`config.mk`:
```
export PLATFORM = sky130hd
export DESIGN_NAME = serial_adder_ctrl
export DESIGN_NICKNAME = d
export VERILOG_FILES = /design/src/rtl/serial_adder_ctrl_pkg.sv /design/src/rtl/add1bit.sv /design/src/rtl/serial_adder_ctrl.sv
export SDC_FILE = /design/constraint.sdc
export NUM_CORES = 1
export LEC_CHECK = 0
export CAP_MARGIN = 20
export CELL_PAD_IN_SITES_DETAIL_PLACEMENT = 0
export CELL_PAD_IN_SITES_GLOBAL_PLACEMENT = 1
export CORE_MARGIN = 3
export CORE_UTILIZATION = 36
export CTS_CLUSTER_SIZE = 24
export DETAILED_ROUTE_END_ITERATION = 7
export GPL_TIMING_DRIVEN = 0
export PLACE_DENSITY_LB_ADDON = 0.3
export SLEW_MARGIN = 10
export SYNTH_ARGS = -nofsm -noshare
export SYNTH_HDL_FRONTEND = slang
export SYNTH_HIERARCHICAL = 1
export SYNTH_SLANG_ARGS = --single-unit
```
`constraint.sdc`:
```
create_clock -name clk -period 1.5 [get_ports clk]
set_input_delay 0.3 -clock clk [delete_from_list [all_inputs] [get_ports clk]]
set_output_delay 0.3 -clock clk [all_outputs]
set_load 0.01 [all_outputs]
```
`src/rtl/serial_adder_ctrl_pkg.sv`:
```
`default_nettype none
// ============================================================================
// Module  : serial_adder_ctrl_pkg
// Purpose : Shared definitions for the bit-serial adder sequencer: default
//           operand width and the FSM state encodings.
// Ports   : none (package)
// Revision: 1.0 - initial release
// ============================================================================
package serial_adder_ctrl_pkg;

    // Default operand/sum width.
    localparam int SA_WIDTH_DEFAULT = 8;

    // Sequencer states; encodings are fixed so that external tooling and
    // waveform viewers see stable values.
    typedef enum logic [1:0] {
        SA_IDLE  = 2'd0,
        SA_SHIFT = 2'd1,
        SA_DONE  = 2'd2
    } sa_state_t;

endpackage : serial_adder_ctrl_pkg
`default_nettype wire

```
`src/rtl/add1bit.sv`:
```
`default_nettype none
// ============================================================================
// Module  : add1bit
// Purpose : Single-bit full-adder cell, purely combinational.
// Ports   : a, b   - addend bits
//           c_in   - carry in
//           s      - sum bit
//           c_out  - carry out
// Revision: 1.0 - initial release
// ============================================================================
module add1bit (
    input  logic a,
    input  logic b,
    input  logic c_in,
    output logic s,
    output logic c_out
);

    assign s     = a ^ b ^ c_in;
    assign c_out = (a & b) | (a & c_in) | (b & c_in);

endmodule : add1bit
`default_nettype wire

```
`src/rtl/serial_adder_ctrl.sv`:
```
`default_nettype none
// ============================================================================
// Module  : serial_adder_ctrl
// Purpose : Bit-serial WIDTH-bit adder. Operands are accepted over a
//           valid/ready handshake, summed one bit per clock (LSB first)
//           through a single add1bit cell, and the result is presented over
//           a second valid/ready handshake.
// Ports   : clk        - clock, rising edge
//           rst_n      - asynchronous active-low reset
//           in_valid   - operands a, b, c_in valid
//           in_ready   - block can accept operands (IDLE only)
//           a, b       - WIDTH-bit operands
//           c_in       - initial carry-in
//           out_valid  - sum/c_out valid, held until accepted
//           out_ready  - consumer accepts result
//           sum        - low WIDTH bits of a + b + c_in
//           c_out      - carry out of the MSB
//           busy       - high while shifting
//           ovf        - signed overflow (only with SERIAL_ADDER_OVERFLOW_EN)
// Config  : `define SERIAL_ADDER_OVERFLOW_EN adds the ovf output.
// Revision: 1.0 - initial release
// ============================================================================
module serial_adder_ctrl
    import serial_adder_ctrl_pkg::*;
#(
    parameter int WIDTH = SA_WIDTH_DEFAULT
) (
    input  logic             clk,
    input  logic             rst_n,
    input  logic             in_valid,
    output logic             in_ready,
    input  logic [WIDTH-1:0] a,
    input  logic [WIDTH-1:0] b,
    input  logic             c_in,
    output logic             out_valid,
    input  logic             out_ready,
    output logic [WIDTH-1:0] sum,
    output logic             c_out,
`ifdef SERIAL_ADDER_OVERFLOW_EN
    output logic             ovf,
`endif
    output logic             busy
);

    localparam int CNT_W = $clog2(WIDTH);
    localparam logic [CNT_W-1:0] C_LAST_BIT = CNT_W'(WIDTH - 1);

    sa_state_t        r_state;
    logic [CNT_W-1:0] r_cnt;
    logic             r_carry;
    logic [WIDTH-1:0] r_a_sh;
    logic [WIDTH-1:0] r_b_sh;
    logic [WIDTH-1:0] r_sum_sh;

    logic             w_s;
    logic             w_co;
    logic [WIDTH-1:0] w_sum_next;

    add1bit u_add1bit (
        .a     (r_a_sh[0]),
        .b     (r_b_sh[0]),
        .c_in  (r_carry),
        .s     (w_s),
        .c_out (w_co)
    );

    // New sum bit enters at the MSB so that after WIDTH shifts the LSB
    // computed first has arrived at bit 0.
    assign w_sum_next = {w_s, r_sum_sh[WIDTH-1:1]};

    always_ff @(posedge clk or negedge rst_n) begin
        if (!rst_n) begin
            r_state   <= SA_IDLE;
            r_cnt     <= '0;
            r_carry   <= 1'b0;
            r_a_sh    <= '0;
            r_b_sh    <= '0;
            r_sum_sh  <= '0;
            sum       <= '0;
            c_out     <= 1'b0;
`ifdef SERIAL_ADDER_OVERFLOW_EN
            ovf       <= 1'b0;
`endif
            out_valid <= 1'b0;
            busy      <= 1'b0;
            in_ready  <= 1'b1;
        end else begin
            case (r_state)
                SA_IDLE: begin
                    if (in_valid) begin
                        r_a_sh   <= a;
                        r_b_sh   <= b;
                        r_carry  <= c_in;
                        r_cnt    <= '0;
                        in_ready <= 1'b0;
                        busy     <= 1'b1;
                        r_state  <= SA_SHIFT;
                    end
                end

                SA_SHIFT: begin
                    r_sum_sh <= w_sum_next;
                    r_a_sh   <= r_a_sh >> 1;
                    r_b_sh   <= r_b_sh >> 1;
                    r_carry  <= w_co;
                    if (r_cnt == C_LAST_BIT) begin
                        // Last bit: publish the result on the same edge.
                        sum       <= w_sum_next;
                        c_out     <= w_co;
`ifdef SERIAL_ADDER_OVERFLOW_EN
                        // r_carry here is the carry into the MSB position.
                        ovf       <= r_carry ^ w_co;
`endif
                        busy      <= 1'b0;
                        out_valid <= 1'b1;
                        r_state   <= SA_DONE;
                    end else begin
                        r_cnt <= r_cnt + CNT_W'(1);
                    end
                end

                SA_DONE: begin
                    // in_ready rises only after the result handshake, so a
                    // new operand can never be taken in the same cycle.
                    if (out_ready) begin
                        out_valid <= 1'b0;
                        in_ready  <= 1'b1;
                        r_state   <= SA_IDLE;
                    end
                end

                default: begin
                    out_valid <= 1'b0;
                    busy      <= 1'b0;
                    in_ready  <= 1'b1;
                    r_state   <= SA_IDLE;
                end
            endcase
        end
    end

endmodule : serial_adder_ctrl
`default_nettype wire

```
==> impl_metrics.json, run 1 <==
{
  "ff2ff_path_depth": 4,
  "fin_area_mm2": 0.00236,
  "yosysUniqueCellTypes": 25,
  "rsz0062_at_grt": "true",
  "path_buf_inv": 1,
  "cp-end-kind": "primary output",
  "clock-sinks": 41,
  "die_y_um": 76.5,
  "synth_warnings": 6,
  "syn_nets": 191,
  "layout_commonest_cell": "dfrtp_1",
  "hp-class": "input port to flop",
  "hpwl_um": 2850,
  "cpMaxStageDelayCell": "clkdlybuf4s50_1",
  "cts_tree": "yes",
  "hp-start": "in_valid",
  "syn_inst": 167,
  "clkSlewWorstSetupHoldPaths_ps": 80,
  "first_iter_violations": 88,
  "io_pins": 33,
  "syn_avg_cell_area_um2": 10.7,
  "start_util": 0.377,
  "crit_start": "sum[7]",
  "r2r_start": "r_cnt[0]",
  "critPathTopFamily": "buffers and inverters",
  "first_pass_iters": 4,
  "slowest_delay_ps": 530,
  "finClkSkew_ps": 6.95,
  "synth.yosys.seq_area_share": 0.573,
  "setup_viol": 0,
  "crit_arrival_ps": 1160,
  "antenna_found_initial": 0,
  "drc": 0,
  "peakVddDrop_v": 0.000696,
  "worstPathMaxFanout": 2,
  "drt_wl_total_um": 4080,
  "hold_violations": 0,
  "die-area_mm2": 0.00586,
  "path_class": "flop to primary output",
  "grt_max_degree": 23,
  "antenna_left": 0,
  "critical_path_required_ps": 1200,
  "grt_pass1_wl_um": 6970,
  "start_kind": "flop",
  "grt_overflow_total": 0,
  "wire_per_inst_um": 14.7,
  "path_depth": 1,
  "io_buffer_count": 31,
  "synthesis.area_mm2": 0.00179,
  "drv_slew": 0,
  "dieWidth_um": 76.5,
  "p_leak_nw": 1.10,
  "outcome": "completed",
  "hold_ws_ps": 461,
  "drive_above_1_share": 0.171,
  "worstHoldPathCells": 3,
  "grt_pass1_vias": 1398,
  "antennaDiodeCount": 0,
  "synth_seq_cells": 41,
  "min_period_ps": 1460,
  "gp_congestion": 0.709,
  "clockBufferDepth": 2,
  "cts.htree.levels": 2,
  "track_usage": 0.150,
  "insertion_delay_ps": 290,
  "cts_root_buf": "clkbuf_8",
  "worstMarginPinSlew_ps": 538,
  "vias": 1394,
  "fmax_mhz": 683,
  "core-area_mm2": 0.00475,
  "rows": 25,
  "place_area_mm2": 0.00221,
  "final_cell_mix": "40 x dfrtp_1, 28 x nand2_1, 28 x o22ai_1, 19 x clkdlybuf4s50_1, 16 x a21oi_1",
  "finalCritPeriodShare": 0.976,
  "area_growth_pct": 31.7,
  "path_cells": "clkdlybuf4s50_1",
  "final_nets": 233,
  "max_slew_margin": 0.641,
  "drv_cap": 0,
  "avgViaCountPerCell": 5.03,
  "p_per_area_mw_per_mm2": 2000,
  "numCtsBuffers": 5
}
power breakdown:
group          leakage (nW)  internal, mW  switching, mW
registers             0.493          1.63          0.366
clock network        0.0554         0.500          0.384
logic                 0.551         0.913          0.930
layer usage:
layer  routed length [um]  share of wire  vias up  track usage
met1                 2020           0.49      665        0.211
met3                  174          0.043        2       0.0449
li1                     -              -      697            -
met2                 1870           0.46       30        0.221
met4                   15         0.0037        0       0.0471
met5                    0              0        -            0
through the flow:
step	TNS (ps)	worst slack (ps)	cells	total power [mW]	utilization
after floorplan	0	105	167	3.16	-
after global placement	-35900	-887	265	3.82	0.460
after detailed placement	-11.6	-7.44	266	3.91	0.464
after CTS	0	7.48	277	4.79	0.492
after global routing	-15.7	-8.72	277	5.12	0.496
final	0	36.4	277	4.72	0.496
cell type report:
| cell class | instances | area, um2 |
|---|---|---|
| Clock buffer | 6 | 72.6 |
| Tap cell | 67 | 83.8 |
| Multi-Input combinational cell | 115 | 703 |
| Fill cell | 450 | 2390 |
| Inverter | 2 | 7.51 |
| Timing Repair Buffer | 34 | 359 |
| Clock inverter | 2 | 38.8 |
| Sequential cell | 41 | 1030 |
| Buffer | 10 | 67.6 |
kinds of logic after synthesis:
| family | Yosys count | share of synthesized area |
|---|---|---|
| flip-flops | 41 | 0.573 |
| multiplexers | 9 | 0.0566 |
| buffers and inverters | 12 | 0.0419 |
| AO/OA/AOI/OAI | 59 | 0.193 |
| adder cells (fa/ha/maj) | 3 | 0.0251 |
| AND/OR/NAND/NOR | 43 | 0.110 |
Yosys cell counts, drive strengths merged:
| cell | number | area, um2 |
|---|---|---|
| or2b | 1 | 7.51 |
| fa | 1 | 20.0 |
| a21oi | 16 | 80.1 |
| dfrtp | 40 | 1000 |
| o22ai | 28 | 175 |
| o221a | 1 | 11.3 |
| nor3 | 2 | 10.0 |
| ha | 2 | 25.0 |
| o31ai | 1 | 7.51 |
| nor2b | 2 | 15.0 |
| dfstp | 1 | 26.3 |
| a32oi | 2 | 17.5 |
| nor2 | 6 | 22.5 |
| inv | 2 | 7.51 |
| o21ai | 11 | 55.1 |
| nand2b | 1 | 8.76 |
| buf | 10 | 67.6 |
| and2 | 1 | 6.26 |
| nand2 | 29 | 116 |
| or4b | 1 | 10.0 |
| mux2 | 9 | 101 |
registers in the layout, summed over array words and instances (netlist names):
name,count
out_valid,1
r_a_sh,8
sum,8
r_carry,1
busy,1
r_cnt,3
r_sum_sh,7
r_b_sh,8
c_out,1
in_ready,1
r_state,2
worst min-delay path: stages:
cell and delay (ps):
buf_2 160, o22ai_1 170, a21oi_1 80
path summary, 6_finish.rpt:
check | slack, ps | end
min in group asynchronous | 530 | r_sum_sh[1]
min reg2reg | 490 | r_sum_sh[1]
min | 460 | r_carry
max | 40 | sum[7]
max in group asynchronous | 390 | in_ready
max reg2reg | 60 | sum[5]
what timing repair did:
item / in CTS / in global routing
buffers inserted: 1 / 0
gates cloned: 1 / 0
endpoints found under the setup margin: 14 / 10
gates resized for setup: 6 / 7
hold endpoints to repair: 18 / 0
hold buffers: 1 / 0
No activity file was read; power rests on OpenSTA's default activity.
==> inputs of run 2 (changes only) <==
CTS_CLUSTER_SIZE = 20   (was 24)
==> results of run 2 <==
Same layout as run 1: the final DEF is identical, and so are final timing and power.
